$ cat src/rtl/pipe_muldiv_pkg.sv
// Shared execute-stage definitions: mult/div opcodes, FSM states and the 8-bit
// trap codes also used by the ALU stage.
package pipe_pkg;

  typedef enum logic [2:0] {
    MD_MULT  = 3'd0,
    MD_MULTU = 3'd1,
    MD_DIV   = 3'd2,
    MD_DIVU  = 3'd3,
    MD_MFHI  = 3'd4,
    MD_MFLO  = 3'd5,
    MD_MTHI  = 3'd6,
    MD_MTLO  = 3'd7
  } md_op_t;

  typedef enum logic [1:0] {
    IDLE,
    RUN,
    FIXUP
  } md_state_t;

  localparam logic [7:0] TRAP_NONE    = 8'h00;
  localparam logic [7:0] TRAP_SYSCALL = 8'h08;
  localparam logic [7:0] TRAP_BREAK   = 8'h09;
  localparam logic [7:0] TRAP_RI      = 8'h0A;
  localparam logic [7:0] TRAP_OVF     = 8'h0C;
  localparam logic [7:0] TRAP_STALL   = 8'hF0;

endpackage

$ cat src/rtl/pipe_muldiv_if.sv
// Request/response bundle between the execute-stage pipeline (master) and the
// multiply/divide unit (slave).
interface pipe_muldiv_if
  import pipe_pkg::*;
#(
  parameter int WIDTH = 32
);
  logic             flush;
  logic [7:0]       exception_in;
  logic             valid_in;
  md_op_t           op;
  logic [WIDTH-1:0] rs_val;
  logic [WIDTH-1:0] rt_val;
  logic             busy;
  logic [WIDTH-1:0] out_val;
  logic             out_valid;
  logic [WIDTH-1:0] hi;
  logic [WIDTH-1:0] lo;
  logic [7:0]       exception;

  modport master (
    output flush, exception_in, valid_in, op, rs_val, rt_val,
    input  busy, out_val, out_valid, hi, lo, exception
  );

  modport slave (
    input  flush, exception_in, valid_in, op, rs_val, rt_val,
    output busy, out_val, out_valid, hi, lo, exception
  );
endinterface

$ cat src/rtl/pipe_muldiv_iter_core.sv
// Unsigned iterative core: shift-add multiply or restoring divide, one bit per
// cycle on a shared {hi,lo} register; done is high during the last step.
module muldiv_iter_core #(
  parameter int WIDTH = 32,
  parameter int CNT_W = $clog2(WIDTH) + 1
) (
  input  logic               clk,
  input  logic               rst,
  input  logic               start,
  input  logic               abort,
  input  logic               mode,
  input  logic [WIDTH-1:0]   a,
  input  logic [WIDTH-1:0]   b,
  output logic               done,
  output logic [2*WIDTH-1:0] result
);
  logic               run;
  logic               mode_r;
  logic [CNT_W-1:0]   cnt;
  logic [2*WIDTH-1:0] acc;
  logic [WIDTH-1:0]   opb;
  logic [WIDTH:0]     sum;
  logic [WIDTH-1:0]   rem_sh;
  logic [WIDTH-1:0]   rem_sub;
  logic               sub_ok;

  assign done   = run && (cnt == CNT_W'(WIDTH - 1));
  assign result = acc;

  // Multiply: upper half accumulates the multiplicand, then the pair shifts right.
  assign sum = {1'b0, acc[2*WIDTH-1:WIDTH]} + (acc[0] ? {1'b0, opb} : '0);

  // Divide: the remainder's dropped MSB means the shifted value already exceeds the divisor.
  assign rem_sh  = {acc[2*WIDTH-2:WIDTH], acc[WIDTH-1]};
  assign sub_ok  = acc[2*WIDTH-1] || (rem_sh >= opb);
  assign rem_sub = rem_sh - opb;

  always_ff @(posedge clk) begin
    if (rst || abort) begin
      run <= 1'b0;
      cnt <= '0;
    end else if (start) begin
      run <= 1'b1;
      cnt <= '0;
    end else if (run) begin
      cnt <= cnt + 1'b1;
      if (done) run <= 1'b0;
    end
  end

  always_ff @(posedge clk) begin
    if (start) begin
      acc    <= {{WIDTH{1'b0}}, a};
      opb    <= b;
      mode_r <= mode;
    end else if (run) begin
      if (!mode_r)
        acc <= {sum, acc[WIDTH-1:1]};
      else if (sub_ok)
        acc <= {rem_sub, acc[WIDTH-2:0], 1'b1};
      else
        acc <= {rem_sh, acc[WIDTH-2:0], 1'b0};
    end
  end
endmodule

$ cat src/rtl/pipe_muldiv.sv
// Execute-stage MULT/DIV unit owning HI/LO, with busy interlock and stall trap.
// Define PIPE_MULDIV_FAST_MUL_EN for a single-cycle combinational multiplier.
module pipe_muldiv
  import pipe_pkg::*;
#(
  parameter int WIDTH = 32,
  parameter int CNT_W = $clog2(WIDTH) + 1
) (
  input logic          clk,
  input logic          rst,
  pipe_muldiv_if.slave md
);
  md_state_t          state, state_nxt;
  logic               accept, start, iter_op, is_signed, is_div, core_done;
  logic               div_op, neg_lo, neg_hi;
  logic [WIDTH-1:0]   mag_a, mag_b, fix_hi, fix_lo;
  logic [2*WIDTH-1:0] core_res, prod_fix;

  function automatic logic [WIDTH-1:0] neg_if(input logic [WIDTH-1:0] v, input logic n);
    return n ? -v : v;
  endfunction

  function automatic logic [WIDTH-1:0] mag(input logic [WIDTH-1:0] v, input logic sgn);
    return neg_if(v, sgn && v[WIDTH-1]);
  endfunction

  assign is_signed = (md.op == MD_MULT) || (md.op == MD_DIV);
  assign is_div    = (md.op == MD_DIV) || (md.op == MD_DIVU);
`ifdef PIPE_MULDIV_FAST_MUL_EN
  assign iter_op   = is_div;
`else
  assign iter_op   = is_div || (md.op == MD_MULT) || (md.op == MD_MULTU);
`endif
  assign accept  = md.valid_in && !rst && !md.flush &&
                   (md.exception_in == TRAP_NONE) && (state == IDLE);
  assign start   = accept && iter_op;
  assign mag_a   = mag(md.rs_val, is_signed);
  assign mag_b   = mag(md.rt_val, is_signed);
  assign md.busy = (state != IDLE);

  muldiv_iter_core #(.WIDTH(WIDTH), .CNT_W(CNT_W)) u_core (
    .clk    (clk),
    .rst    (rst),
    .start  (start),
    .abort  (md.flush),
    .mode   (is_div),
    .a      (mag_a),
    .b      (mag_b),
    .done   (core_done),
    .result (core_res)
  );

  always_ff @(posedge clk) begin
    if (rst) state <= IDLE;
    else     state <= state_nxt;
  end

  always_comb begin
    state_nxt = state;
    case (state)
      IDLE:    if (start) state_nxt = RUN;
      RUN:     if (core_done) state_nxt = FIXUP;
      FIXUP:   state_nxt = IDLE;
      default: state_nxt = IDLE;
    endcase
    if (md.flush) state_nxt = IDLE;
  end

  // Sign fixup flags: quotient/product sign from both operands, remainder from the dividend.
  always_ff @(posedge clk) begin
    if (start) begin
      div_op <= is_div;
      neg_lo <= is_signed && (md.rs_val[WIDTH-1] ^ md.rt_val[WIDTH-1]);
      neg_hi <= is_signed && md.rs_val[WIDTH-1];
    end
  end

  always_comb begin
    prod_fix = neg_lo ? -core_res : core_res;
    fix_hi   = prod_fix[2*WIDTH-1:WIDTH];
    fix_lo   = prod_fix[WIDTH-1:0];
    if (div_op) begin
      fix_hi = neg_if(core_res[2*WIDTH-1:WIDTH], neg_hi);
      fix_lo = neg_if(core_res[WIDTH-1:0], neg_lo);
    end
  end

`ifdef PIPE_MULDIV_FAST_MUL_EN
  logic [2*WIDTH-1:0] fast_prod;
  always_comb begin
    if (md.op == MD_MULT)
      fast_prod = $signed({{WIDTH{md.rs_val[WIDTH-1]}}, md.rs_val}) *
                  $signed({{WIDTH{md.rt_val[WIDTH-1]}}, md.rt_val});
    else
      fast_prod = {{WIDTH{1'b0}}, md.rs_val} * {{WIDTH{1'b0}}, md.rt_val};
  end
`endif

  always_ff @(posedge clk) begin
    if (rst) begin
      md.hi        <= '0;
      md.lo        <= '0;
      md.out_val   <= '0;
      md.out_valid <= 1'b0;
      md.exception <= TRAP_STALL;
    end else begin
      md.out_valid <= 1'b0;
      md.exception <= TRAP_NONE;
      if (!md.flush) begin
        if (md.exception_in != TRAP_NONE)
          md.exception <= md.exception_in;
        else if (md.valid_in && (state != IDLE))
          md.exception <= TRAP_STALL;
        if (state == FIXUP) begin
          md.hi <= fix_hi;
          md.lo <= fix_lo;
        end
        if (accept) begin
          case (md.op)
            MD_MFHI: begin md.out_val <= md.hi; md.out_valid <= 1'b1; end
            MD_MFLO: begin md.out_val <= md.lo; md.out_valid <= 1'b1; end
            MD_MTHI: md.hi <= md.rs_val;
            MD_MTLO: md.lo <= md.rs_val;
`ifdef PIPE_MULDIV_FAST_MUL_EN
            MD_MULT, MD_MULTU: {md.hi, md.lo} <= fast_prod;
`endif
            default: ;
          endcase
        end
      end
    end
  end
endmodule
$ cat src/flat_wrapper.sv
// flat-port wrapper written by rule: the top's interface ports become plain ports
module pipe_muldiv_flat import pipe_pkg::*;
#(
  parameter int WIDTH = 32,
  parameter int CNT_W = $clog2(WIDTH) + 1
)
  (clk, rst, md_flush, md_exception_in, md_valid_in, md_op, md_rs_val, md_rt_val, md_busy, md_out_val, md_out_valid, md_hi, md_lo, md_exception);
  pipe_muldiv_if #(.WIDTH(WIDTH)) md_i ();
  input logic clk;
  input logic rst;
  input wire logic [$bits(md_i.flush)-1:0] md_flush;
  input wire logic [$bits(md_i.exception_in)-1:0] md_exception_in;
  input wire logic [$bits(md_i.valid_in)-1:0] md_valid_in;
  input wire logic [$bits(md_i.op)-1:0] md_op;
  input wire logic [$bits(md_i.rs_val)-1:0] md_rs_val;
  input wire logic [$bits(md_i.rt_val)-1:0] md_rt_val;
  output wire logic [$bits(md_i.busy)-1:0] md_busy;
  output wire logic [$bits(md_i.out_val)-1:0] md_out_val;
  output wire logic [$bits(md_i.out_valid)-1:0] md_out_valid;
  output wire logic [$bits(md_i.hi)-1:0] md_hi;
  output wire logic [$bits(md_i.lo)-1:0] md_lo;
  output wire logic [$bits(md_i.exception)-1:0] md_exception;
  assign md_i.flush = md_flush;
  assign md_i.exception_in = md_exception_in;
  assign md_i.valid_in = md_valid_in;
  assign md_i.op = md_op;
  assign md_i.rs_val = md_rs_val;
  assign md_i.rt_val = md_rt_val;
  assign md_busy = md_i.busy;
  assign md_out_val = md_i.out_val;
  assign md_out_valid = md_i.out_valid;
  assign md_hi = md_i.hi;
  assign md_lo = md_i.lo;
  assign md_exception = md_i.exception;
  pipe_muldiv #(.WIDTH(WIDTH), .CNT_W(CNT_W)) u_core (.clk(clk), .rst(rst), .md(md_i));
endmodule
$ cat config.mk
export PLATFORM = sky130hd
export DESIGN_NAME = pipe_muldiv_flat
export DESIGN_NICKNAME = d
export VERILOG_FILES = /design/src/rtl/pipe_muldiv_pkg.sv /design/src/rtl/pipe_muldiv_if.sv /design/src/rtl/pipe_muldiv_iter_core.sv /design/src/rtl/pipe_muldiv.sv /design/src/flat_wrapper.sv
export SDC_FILE = /design/constraint.sdc
export NUM_CORES = 1
export LEC_CHECK = 0
export BUFFER_PORTS_ARGS = -buffer_cell sky130_fd_sc_hd__clkbuf_2
export CAP_MARGIN = 15
export CORE_MARGIN = 2
export CORE_UTILIZATION = 60
export DETAILED_ROUTE_END_ITERATION = 10
export PLACE_DENSITY_LB_ADDON = 0.1
export SLEW_MARGIN = 20
export SYNTH_ARGS = -nofsm -noshare
export SYNTH_HDL_FRONTEND = slang
export SYNTH_SLANG_ARGS = --single-unit
$ cat constraint.sdc
create_clock -name clk -period 8.4 [get_ports clk]
set_input_delay 1.68 -clock clk [delete_from_list [all_inputs] [get_ports clk]]
set_output_delay 1.68 -clock clk [all_outputs]
set_load 0.05 [all_outputs]
==> flow_results.org, run 1 <==
** Power
- Summed over all cells, the static leakage comes to 7.003 nW.
- Clk network pwr share :: 0.425
- For this design the total switching power over the nets is 0.7052 mW.
- Of the total power, combinational logic draws 0.134.
- Of the total power, registers draw 0.441.
- The completed layout was analyzed and its total power is 2.516 mW.
- Switching part of the total :: 0.2803
- VDD sags by at most 206.1 µV.
- Design internal power :: 1.811 mW
- Power density over the cells :: 145.2 nW/µm²

** Clock network
- After clock tree synthesis, the clock-pin slew on the worst setup and hold paths is 0.06 ns.
- For this design, the sink count on the clock tree is 213.
- Post-CTS repair timing setup buffer count :: 0
- The root buffer cell chosen for the clock tree is sky130_fd_sc_hd__clkbuf_16.
- Maximum level of the CTS H-tree :: 1
- Number of buffers on the longest clock path :: 3
- TritonCTS created 25 clock buffers.
- Number of hold-repair buffers added at the cts stage :: 0
- Worst-Skew Late Latency :: 0.55 ns
- CTS tree :: built
- In this run, post-CTS repair resized a total of 0 instances.

** Yosys
- The synthesized design contains 213 register bits.
- Averaged over all synthesized cells, the footprint is 7.936 µm².
- The number of different library cells used by synthesis comes to 75.
- Synthesis produced a netlist with a net count of 2102.
- Most instantiated flip-flop cell in the synthesis netlist :: sky130_fd_sc_hd__dfxtp_1
- The Yosys step of the flow raised 0 warnings.
- Leading cell type by number of instances after synthesis :: sky130_fd_sc_hd__nor2_1
- Of all cell types, the one taking the most synthesized area is sky130_fd_sc_hd__dfxtp_1.
- Post-synth top area share :: 0.1887
- Yosys attributes the largest share of cell area to sky130_fd_sc_hd__dfxtp_1 19%, sky130_fd_sc_hd__edfxtp_1 13%, sky130_fd_sc_hd__ha_1 5.6%, sky130_fd_sc_hd__a21oi_1 5.5%, sky130_fd_sc_hd__nor2_1 5.4%.
- Number of synthesized flops with an enable pin :: 67
- Netlist Area Pre-Place :: 15490 µm²
- In the synthesized netlist, the number of instances is 1952.
- Leading post-synthesis cells by instance count :: 221 x sky130_fd_sc_hd__nor2_1, 186 x sky130_fd_sc_hd__nand2_1, 170 x sky130_fd_sc_hd__a21oi_1, 161 x sky130_fd_sc_hd__o21ai_0, 146 x sky130_fd_sc_hd__dfxtp_1
- Counting flops with an async set or reset pin after synthesis yields a share of 0.
- Register area share after synthesis :: 0.3186

** Min path
- In this run the most critical hold path is launched from u_core.md.out_val[7].
- The worst hold path terminates at u_core.md.out_val[7].
- The worst hold path belongs to the class flip-flop to flip-flop.
- Counting instances, the worst hold path has a depth of 2.

** Global routing
- The first global-routing pass estimated 77350 µm of wire.
- Number of antenna violations at the first check in global routing :: 0
- After global routing the overflow that remains totals 0.
- Pin count of the biggest net entering global routing :: 98
- In the global route stage, overall resource usage came out at 0.3638.
- The number of global-route vias before repair came to 14010.

** Timing
- For this run, the top clock speed supported by timing is 0.2262 GHz.
- Hold Fails Final Rpt :: 0
- For the final routed database, the setup TNS stands at 0 ns.
- Hold timing on the final database bottoms out at a slack of 0.4958 ns.
- The final count of pins violating max slew was 0.
- At the pin with the least slew margin, the transition time is 1.112 ns.
- Setup repair after global routing missed its margin :: false
- Final worst path period need :: 4.421 ns
- In the finished design, the share of the clock period the worst path needs comes to 0.5263.
- Across all setup checks in the final design, the least slack found is 3.979 ns.
- Final clock skew :: 0.01870 ns
- Final setup fails :: 0
- Worst-case headroom to the max-slew limit :: 0.2587

** Outcome
- Result of the run :: complete, no violations

** Setup path
- On the critical path, the stage with the largest delay is an instance of sky130_fd_sc_hd__buf_4.
- FF-to-FF End :: u_core.u_core.result[60]
- The worst register-to-register path has a setup slack of 4.40 ns.
- At the worst endpoint, the required time is 8.64 ns.
- Crit-path cells :: clkbuf_2 > buf_4 > or2_2 > nor3_1 > nand2b_1 > buf_4 > inv_2 > buf_4 > o21ai_0
- On the worst path, the slowest cell contributes a delay of 0.73 ns.
- STA classifies the critical path startpoint as an input pin.
- The worst setup path is captured at a flip-flop.
- By startpoint and endpoint, the worst setup path is classified as input pin to flip-flop.
- Reg-to-reg critical path startpoint :: u_core.u_core.result[0]
- Data arrival time at the worst-slack endpoint :: 4.66 ns
- Of all nets on the critical path, the largest fanout is 97.
- Dominant cell type by count on the critical path :: sky130_fd_sc_hd__buf_4
- Number of cells on the worst reg-to-reg path :: 13

** Place
- Including well taps, the total number of placed cells is 2366.
- Count of input and output buffers :: 184
- Gp weighted congestion :: 0.9731
- Minimum setup slack after placement :: 3.566 ns
- The placed instances occupy a cell area of 16520 µm².
- After legalization and detailed placement, the total HPWL measured 38110 µm.

** Detailed routing
- For this run, design rule violations remaining after detail routing come to 0.
- Number of vias after detailed routing :: 15390
- In the final routed layout, each cell accounts on average for 20.99 µm.
- Via-per-instance ratio :: 6.382
- The first detailed-routing pass took 6 iterations.
- Count of nets left with antenna violations after detail routing :: 0
- In this run, the number of DRC markers left after iteration 0 of detailed routing was 1924.
- Total detailed-routing wirelength :: 50620 µm

** Layout
- The filler cells instantiated in the layout total 2183.
- Nets :: 2213
- Final design utilization :: 0.6861
- Design Area, Final :: 17330 µm²
- In the final layout, the share of cells above drive strength 1 is 0.1268.
- The area growth from synthesis to layout is 11.85%.
- For this run, the number of standard cells in the final layout without fillers is 2412.
- Diodes inserted :: 0

** Job
- Max Cap Violations :: 0

** Floorplan
- # IOs :: 185
- The floorplan step defined a die boundary enclosing 27120 µm².
- Core outline area :: 25250 µm²
- The floorplan step set the die width to 164.7 µm.
- Measured along the y axis, the die boundary spans 164.7 µm.
- Initial Util :: 0.6134
- After floorplanning, the core was divided into 58 placement rows.
-- layout make-up --
class | instances | area [µm²] | share of cell area
flip-flops and latches | 213 | 4935 | 0.2848
clock buffers | 35 | 728.2 | 0.04203
inverters | 64 | 240.2 | 0.01386
clock inverters | 11 | 78.83 | 0.004549
multi-input cells | 1560 | 9898 | 0.5713
repair buffers | 199 | 1033 | 0.05965
well taps | 330 | 412.9 | 0.02383
-- logic make-up after synthesis --
family	synth area share
AND/OR/NAND/NOR	0.1884
AO/OA/AOI/OAI	0.2481
flip-flops	0.3186
buffers and inverters	0.04369
XOR/XNOR	0.09894
adder cells (fa/ha/maj)	0.05832
multiplexers	0.04394
-- placed cells by master, fill, tap and decap left out, types with 68 or more instances in the layout --
cell type and count:
sky130_fd_sc_hd__xor2_1 88, sky130_fd_sc_hd__dfxtp_1 146, sky130_fd_sc_hd__xnor2_1 87, sky130_fd_sc_hd__nor2_1 221, sky130_fd_sc_hd__ha_1 69, sky130_fd_sc_hd__clkbuf_2 184
sky130_fd_sc_hd__a21oi_1 170, sky130_fd_sc_hd__nand2_1 186, sky130_fd_sc_hd__o21ai_0 161, sky130_fd_sc_hd__mux2i_1 68
-- per-layer routing --
| layer | part of all wire | vias up | global-route usage | routed length [µm] |
|---|---|---|---|---|
| met2 | 0.47 | 802 | 0.6158 | 23580 |
| met4 | 0.056 | 0 | 0.1822 | 2831 |
| li1 | - | 7334 | - | - |
| met5 | 0 | - | 0 | 0 |
| met3 | 0.083 | 161 | 0.04144 | 4199 |
| met1 | 0.40 | 7097 | 0.4602 | 20010 |
-- worst max path at each step --
stage | depth (start not counted) | from | to | slack, ns
floorplan | 9 | rst | u_core.u_core.result[31] | 3.66
global placement | 9 | md_flush | u_core.u_core.result[16] | 3.75
detailed placement | 9 | md_flush | u_core.u_core.result[24] | 3.57
CTS | 9 | md_flush | u_core.u_core.result[24] | 4.07
global route | 9 | md_flush | u_core.u_core.result[9] | 3.79
finish | 9 | md_flush | u_core.u_core.result[24] | 3.98
-- worst max-delay path: cells and delay by family --
| kind | cells | cell delay, ns |
|---|---|---|
| AO/OA/AOI/OAI | 1 | 0.29 |
| buffers and inverters | 5 | 1.49 |
| AND/OR/NAND/NOR | 3 | 1.03 |
-- power groups by stage --
| stage | clock network (mW) | logic [mW] | registers [mW] |
|---|---|---|---|
| 2_1_floorplan | 0 | 0.216 | 1.13 |
| 3_3_place_gp | 0 | 0.325 | 1.13 |
| 3_5_place_dp | 0 | 0.328 | 1.13 |
| 4_1_cts | 1.07 | 0.330 | 1.11 |
| 5_1_grt | 1.11 | 0.365 | 1.11 |
| 6_report | 1.07 | 0.338 | 1.11 |
-- registers in the layout, summed over array words and instances (netlist names), 2 cells and up --
name,count
u_core.md.hi,32
u_core.md.out_val,32
u_core.u_core.cnt,6
u_core.u_core.result,64
u_core.state,2
u_core.md.exception,8
u_core.md.lo,32
u_core.u_core.opb,32
Note: power is estimated with default switching activity, not from simulation.
==> run 2: changes to the inputs <==
Settings changed: CORE_UTILIZATION 60 to 54.
Clock period 8.4 ns to 3.73 ns, I/O delays scaled along.
==> run 2 against run 1 <==
  * Final cell count is 4.1% higher
  * Highest routed layer unchanged
  * Largest cell class unchanged
  * Sequential share of layout area down 0.91 points
  * Setup slack lost 3.7 ns
==> flow_results.org, run 2 (synthesis results as in run 1) <==
** Timing
- Final-layout setup total negative slack :: 0 ns (unchanged)
- Hold Fails Final Rpt :: 0 (unchanged)
- The worst-case headroom to the max-slew limit is 0.3829 (was 0.2587).
- Final setup fails :: 0 (unchanged)
- Fmax achieved :: 0.2879 GHz
- The final count of pins violating max slew came to 0 (unchanged).
- The routed design could run at a clock period as short as 3.474 ns.
- Crit share post-route :: 0.9314
- Setup repair after global routing missed its margin :: false (unchanged)
- The transition time of the tightest slew-check pin was 0.9256 ns (was 1.112 ns).
- Final clock skew :: 0.02661 ns (was 0.01870 ns)

** Setup path
- Critical Path RT :: 4.19 ns (was 8.64 ns)
- Critical Path Slowest Stage Cell :: sky130_fd_sc_hd__edfxtp_1 (was sky130_fd_sc_hd__buf_4)
- The category of the worst setup path capture point is a flip-flop (unchanged).
- Crit-path cells :: clkinvlp_4 > buf_6 > nor2_1 > ha_1 > a21oi_1 > o21ai_0 > a21oi_1 > o21ai_0 > a31oi_2 > a31oi_2 > buf_4 > nor4_1 > nor3_1 > o31a_1 (was clkbuf_2 > buf_4 > or2_2 > nor3_1 > nand2b_1 > buf_4 > inv_2 > buf_4 > o21ai_0)
- The maximum net fanout on the critical path was 23 (was 97).
- The arrival time at the worst endpoint was 3.93 ns (was 4.66 ns).
- The critical path's largest stage delay is 0.43 ns (was 0.73 ns).
- The type of element launching the critical path is a flip-flop (was input pin).
- Critical Setup Path Class :: flip-flop to flip-flop (was input pin to flip-flop)

** Global routing
- The pin count of the biggest net entering global routing is 102 (was 98).
- The total congestion overflow after global routing was 0 (unchanged).
- All-layer global routing usage :: 0.3477 (was 0.3638)
- Number of global-route vias before repair :: 14700 (was 14010)
- The initial antenna violation count came to 1 (was 0).
- The wire length of the first global-routing pass is 83340 µm (was 77350 µm).

** Layout
- Final design utilization :: 0.6288 (was 0.6861)
- Highest-count cells in the layout ignoring fill and taps :: 220 x sky130_fd_sc_hd__nor2_1, 186 x sky130_fd_sc_hd__nand2_1, 183 x sky130_fd_sc_hd__clkbuf_2 (was 221 x sky130_fd_sc_hd__nor2_1, 186 x sky130_fd_sc_hd__nand2_1, 184 x sky130_fd_sc_hd__clkbuf_2)
- The layout overhead on the synthesized area was 15.56% (was 11.85%).
- The commonest non-fill, non-tap cell in the layout is sky130_fd_sc_hd__nor2_1 (unchanged).
- Flip-flop count of the largest register after layout :: 64 (unchanged)
- Proportion of layout cells with a drive suffix above 1 :: 0.1477 (was 0.1268)
- The summed area of non-filler cells in the final layout was 17900 µm² (was 17330 µm²).
- The post-layout instance count excluding filler cells is 2510 (was 2412).
- The number of nets in the layout is 2257 (was 2213).
- The number of antenna cells inserted is 0 (unchanged).

** Power
- Static power due to leakage :: 7.273 nW (was 7.003 nW)
- Worst supply voltage drop on vdd :: 309.3 µV (was 206.1 µV)
- Power density over the cells :: 333.4 nW/µm² (was 145.2 nW/µm²)

** Detailed routing
- The overall routed net length was 53780 µm (was 50620 µm).
- The remaining number of nets flagged by the antenna check after routing came to 0 (unchanged).
- The detailed router's first-iteration violation count came to 1659 (was 1924).
- The total number of vias was 15770 (was 15390).
- Via-per-instance ratio :: 6.284 (was 6.382)
- The routed length per instance was 21.42 µm (was 20.99 µm).
- Drt first pass iters :: 6 (unchanged)
- The residual DRC count came to 0 (unchanged).

** Floorplan
- The I/O pin count was 185 (unchanged).
- The initial core utilization came to 0.5441 (was 0.6134).
- Die Y :: 173.4 µm (was 164.7 µm)
- The chip width is 173.4 µm (was 164.7 µm).
- Total Die Area :: 30060 µm² (was 27120 µm²)
- The site row count is 62 (was 58).
- The area of the placeable core was 28470 µm² (was 25250 µm²).

** Clock network
- CTS tree :: built (unchanged)
- Number of hold-repair buffers added at the cts stage :: 0 (unchanged)
- The largest buffer count on any clock path is 3 (unchanged).
- The clock tree root buffer cell is sky130_fd_sc_hd__clkbuf_16 (unchanged).
- Worst-Skew Late Latency :: 0.57 ns (was 0.55 ns)
- Number of buffers inserted during clock tree synthesis :: 25 (unchanged)
- The CTS H-tree depth came to 1 (unchanged).
- The number of sinks handled by clock tree synthesis is 213 (unchanged).
- The clock transition at the registers of the reported paths came to 0.06 ns (about the same).

** Place
- The number of placed instances, taps included came to 2464 (was 2366).
- The post-detailed-placement cell area was 16970 µm² (was 16520 µm²).
- Detail Placement HPWL :: 40780 µm (was 38110 µm)
- Gp weighted congestion :: 0.9695 (was 0.9731)
- Count of input and output buffers :: 184 (unchanged)

** Min path
- Hold/Removal Path Class :: input pin to flip-flop (was flip-flop to flip-flop)

** Outcome
- Result of the run: complete, no violations (unchanged).

** Job
- The max-capacitance violation count was 0 (unchanged).
[run 2: changes by cell type in the layout (fill, tap and decap cells not counted), sizes merged]
cell,delta
buf,+45
bufinv,+2
clkbuf,+2
clkinv,-4
clkinvlp,+1
inv,-2
[run 2: cell type report]
cell class / instances / area (µm²)
clock buffers: 38 / 787.0
clock inverters: 8 / 111.4
fillers: 2644 / 10570
inverters: 64 / 245.2
multi-input cells: 1560 / 9925
flip-flops and latches: 213 / 4935
well taps: 384 / 480.5
repair buffers: 243 / 1418
[run 2: worst max-delay path: cells and delay by family, from the launching register on]
| family | cells | cell delay, ns |
|---|---|---|
| AO/OA/AOI/OAI | 7 | 1.48 |
| adder cells (fa/ha/maj) | 1 | 0.31 |
| buffers and inverters | 3 | 0.75 |
| flip-flops | 1 | 0.43 |
| AND/OR/NAND/NOR | 3 | 0.41 |
[run 2: final timing paths]
kind | startpoint | end | slack, ns | depth (start not counted)
max | u_core.u_core.result[0] | u_core.u_core.result[56] | 0.26 | 14
min reg2reg | u_core.md.out_val[18] | u_core.md.out_val[18] | 0.50 | 2
min | md_exception_in[2] | u_core.md.exception[2] | 0.39 | 2
max reg2reg | u_core.u_core.result[0] | u_core.u_core.result[56] | 0.26 | 14
[run 2: power by group]
part           switching, mW  internal (mW)  total, mW
Sequential            0.0499           2.42       2.47
Clock                   1.07           1.60       2.67
Combinational          0.523          0.310      0.833
Total                   1.64           4.33       5.97
[run 2: metal layers]
metal	vias to the layer above	global-route usage	wire, µm
met5	-	0	0
met4	0	0.1762	3049
met3	158	0.04232	4003
met2	778	0.5882	25280
met1	7401	0.4378	21450
li1	7436	-	-
[run 2: repair_timing]
item,4_1_cts,5_1_grt
buffers inserted,0,0
endpoints found under the setup margin,0,17
gates resized for setup,0,6
[run 2: metrics by stage]
step	power (mW)	hold slack, ns	worst slack (ns)
floorplan	3.028	0.4405	0.5413
global placement	3.320	0.4739	0.2452
detailed placement	3.329	0.4899	0.1458
CTS	5.978	0.3787	0.1055
global route	6.160	0.3883	0.01104
finish	5.969	0.3920	0.2560
==> run 3: changes to the inputs <==
Settings changed: CELL_PAD_IN_SITES_DETAIL_PLACEMENT set to 1, CELL_PAD_IN_SITES_GLOBAL_PLACEMENT set to 2, CORE_UTILIZATION 54 to 32.
==> run 3 against run 2 <==
  * Flip-flop and latch count unchanged
  * Non-clock buffer count up 24
  * Clock-buffer cell count down 1
  * Sequential power about the same
  * First-iteration DRC count down 54%
  * Register-to-register slack better by 0.06 ns
  * Clock power up 5%
  * Setup slack better by 0.057 ns
  * Die area up 67%
  * Core utilization down 24 points
  * Sequential share of layout area down 0.80 points
  * Hold slack worse by 0.018 ns
  * Largest cell class unchanged
==> flow_results.org, run 3 (synthesis results as in run 1) <==
** Outcome
- Result of the run: complete, no violations (unchanged).

** Timing
- Final clock skew :: 0.01381 ns (was 0.02661 ns)
- The final-report setup violation count came to 0 (unchanged).
- The number of hold violations in the final report came to 0 (unchanged).
- Setup repair after global routing missed its margin: false (unchanged).
- Final worst path period need :: 3.417 ns (was 3.474 ns)
- Final-layout setup total negative slack :: 0 ns (unchanged)
- The transition time of the tightest slew-check pin is 0.8409 ns (was 0.9256 ns).
- Crit share post-route :: 0.9161 (was 0.9314)
- The final count of pins violating max slew came to 0 (unchanged).
- Worst-case headroom to the max-slew limit :: 0.4394 (was 0.3829)
- Final Worst Setup Slack :: 0.3130 ns (was 0.2560 ns)
- The maximum operating frequency is 0.2927 GHz (was 0.2879 GHz).

** Setup path
- Crit-path cells: and2_1 > ha_1 > fa_1 > a211oi_1 > o211ai_1 > a31oi_2 > a31oi_1 > a31oi_1 > o21ai_0 > xor2_1 > o211ai_1 > nand2_1 (was clkinvlp_4 > buf_6 > nor2_1 > ha_1 > a21oi_1 > o21ai_0 > a21oi_1 > o21ai_0 > a31oi_2 > a31oi_2 > buf_4 > nor4_1 > nor3_1 > o31a_1).
- The critical path's largest stage delay is 0.44 ns (was 0.43 ns).
- The cell depth of the worst flop-to-flop path is 12 (was 14).
- The required time of the critical path is 4.20 ns (was 4.19 ns).
- The endpoint of the lowest-slack register-to-register path is u_core.u_core.result[49] (was u_core.u_core.result[56]).
- The reg-to-reg startpoint is u_core.u_core.result[0] (unchanged).
- The setup slack of the worst register-to-register path came to 0.31 ns (was 0.26 ns).
- Biggest fanout along the worst timing path :: 4 (was 23)
- The category of the worst setup path capture point was a flip-flop (unchanged).
- The type of element launching the critical path is a flip-flop (unchanged).
- The highest-delay cell along the critical path is sky130_fd_sc_hd__edfxtp_1 (unchanged).
- The arrival time at the worst endpoint is 3.89 ns (was 3.93 ns).
- The kind of critical path is flip-flop to flip-flop (unchanged).

** Clock network
- The total of hold buffers inserted after clock tree synthesis was 0 (unchanged).
- The total CTS buffers was 28 (was 25).
- Maximum level of the CTS H-tree :: 1 (unchanged)
- The clock transition at the registers of the reported paths came to 0.07 ns (was 0.06 ns).
- CTS tree :: built (unchanged)
- The clock insertion delay at the later pin of the skew report came to 0.59 ns (was 0.57 ns).
- The number of post-CTS setup repair buffers was 0 (unchanged).
- Total clock sinks :: 213 (unchanged)
- Number of buffers on the longest clock path :: 3 (unchanged)
- Clock root buffer :: sky130_fd_sc_hd__clkbuf_16 (unchanged)

** Place
- Gp weighted congestion :: 0.8743 (was 0.9695)
- Detail Placement HPWL :: 50450 µm (was 40780 µm)
- The post-detailed-placement cell area is 17460 µm² (was 16970 µm²).
- Count of input and output buffers :: 184 (unchanged)
- The placement-stage worst setup slack came to -0.01544 ns (was 0.1458 ns).

** Global routing
- The global routing met3 resource utilization was 0.02243 (was 0.04232).
- The most congested layer reported by global routing is met2 (unchanged).
- Met1 usage :: 0.3155 (was 0.4378)
- The initial antenna violation count was 1 (unchanged).
- The total global-route track usage was 0.2528 (was 0.3477).
- Sum of overflow across all layers after global routing :: 0 (unchanged)
- Number of global-route vias before repair :: 15620 (was 14700)
- Pin count of the biggest net entering global routing :: 92 (was 102)
- Global-route wire length before repair :: 97370 µm (was 83340 µm)
- The met2 demand-to-capacity share in global routing is 0.4628 (was 0.5882).

** Detailed routing
- Drt first pass iters :: 5 (was 6)
- The detailed router's first-iteration violation count came to 757 (was 1659).
- Total DRC errors in the routed layout :: 0 (unchanged)
- The routed length per instance was 23.32 µm (was 21.42 µm).
- Number of vias after detailed routing :: 15320 (was 15770)
- The remaining number of nets flagged by the antenna check after routing was 0 (unchanged).
- Total detailed-routing wirelength :: 64610 µm (was 53780 µm)
- Via-per-instance ratio :: 5.529 (was 6.284)

** Floorplan
- The site row count is 80 (was 62).
- The I/O pin count was 185 (unchanged).
- Core outline area :: 47750 µm² (was 28470 µm²)
- Die X-Extent :: 224.0 µm (was 173.4 µm)
- The vertical die dimension came to 224.0 µm (was 173.4 µm).
- Initial Util :: 0.3244 (was 0.5441)
- Total Die Area :: 50190 µm² (was 30060 µm²)

** Min path
- The origin of the worst min-delay path is md_exception_in[1] (was md_exception_in[2]).
- Worst hold path endpoint :: u_core.md.exception[1] (was u_core.md.exception[2])
- The hold path depth came to 2 (unchanged).
- The path type of the worst min-delay path is input pin to flip-flop (unchanged).

** Layout
- The number of nets in the layout was 2284 (was 2257).
- Highest-count cells in the layout ignoring fill and taps: 220 x sky130_fd_sc_hd__nor2_1, 186 x sky130_fd_sc_hd__nand2_1, 183 x sky130_fd_sc_hd__clkbuf_2 (unchanged).
- Flip-flop count of the largest register after layout :: 64 (unchanged)
- Design Area, Final :: 18440 µm² (was 17900 µm²)
- Layout overhead on the synthesized area :: 19.01% (was 15.56%)
- Most common library cell in the layout ignoring fill and taps :: sky130_fd_sc_hd__nor2_1 (unchanged)
- Diodes inserted :: 0 (unchanged)
- Proportion of layout cells with a drive suffix above 1 :: 0.1586 (was 0.1477)
- The utilization after layout came to 0.3861 (was 0.6288).

** Power
- Static power due to leakage :: 7.442 nW (was 7.273 nW)
- Total power :: 6.161 mW (was 5.969 mW)
- Worst supply voltage drop on vdd :: 336.0 µV (was 309.3 µV)
- Power density over the cells :: 334.2 nW/µm² (was 333.4 nW/µm²)

** Job
- The max-capacitance violation count is 0 (unchanged).
## run 3: cell types whose count changed in the layout (fill, tap and decap cells not counted), sizes merged
cell / change
buf: +24
clkbuf: -1
clkinv: +9
clkinvlp: -2
## run 3: worst max-delay path by stage
| stage | start | end | cells past startpoint |
|---|---|---|---|
| floorplan | rst | u_core.u_core.result[31] | 9 |
| global placement | u_core.u_core.result[0] | u_core.u_core.result[60] | 12 |
| detailed placement | u_core.u_core.result[0] | u_core.u_core.result[60] | 12 |
| CTS | u_core.u_core.result[0] | u_core.u_core.result[60] | 12 |
| global route | u_core.u_core.result[0] | u_core.u_core.result[60] | 13 |
| finish | u_core.u_core.result[0] | u_core.u_core.result[49] | 12 |
## run 3: critical path: cells and delay by family, from the launching register on
family                     cells  cell delay, ns
and+or+nand+nor                2            0.23
adders and majority gates      2            0.65
xor gates and xnor gates       1            0.16
DFF                            1            0.44
AOI/OAI and AO/OA              7            1.80
## run 3: stage by stage
| stage | cells | hold WS [ns] |
|---|---|---|
| CTS | 2771 | 0.3528 |
| floorplan | 1952 | 0.4405 |
| detailed placement | 2719 | 0.4912 |
| global placement | 2719 | 0.4778 |
| finish | 2771 | 0.3745 |
| global route | 2771 | 0.3731 |
## run 3: area by class of cell
class                      instances  area (µm²)
clock buffer                      37       795.8
inverter                          64       242.7
sequential                       213        4935
fill                            5815       29310
multi-input combinational       1560        9931
tap                              615       769.5
timing repair buffer             267        1607
clock inverter                    15       156.4
## run 3: power breakdown
| part | internal [mW] | switching, mW | leakage, nW | total (mW) |
|---|---|---|---|---|
| logic | 0.324 | 0.568 | 5.18 | 0.892 |
| registers | 2.42 | 0.0372 | 1.79 | 2.46 |
| clock network | 1.65 | 1.17 | 0.474 | 2.81 |
## run 3: routing by layer
metal  wire (µm)  up-vias  part of all wire
met3        2022       82             0.031
li1            -     7462                 -
met1       28380     7468              0.44
met2       32240      309              0.50
met5           0        -                 0
met4        1978        0             0.031
## run 3: timing repair
action | 4_1_cts | 5_1_grt
endpoints found under the setup margin | 1 | 5
gates resized for setup | 1 | 4
hold endpoints to repair | 0 | 0
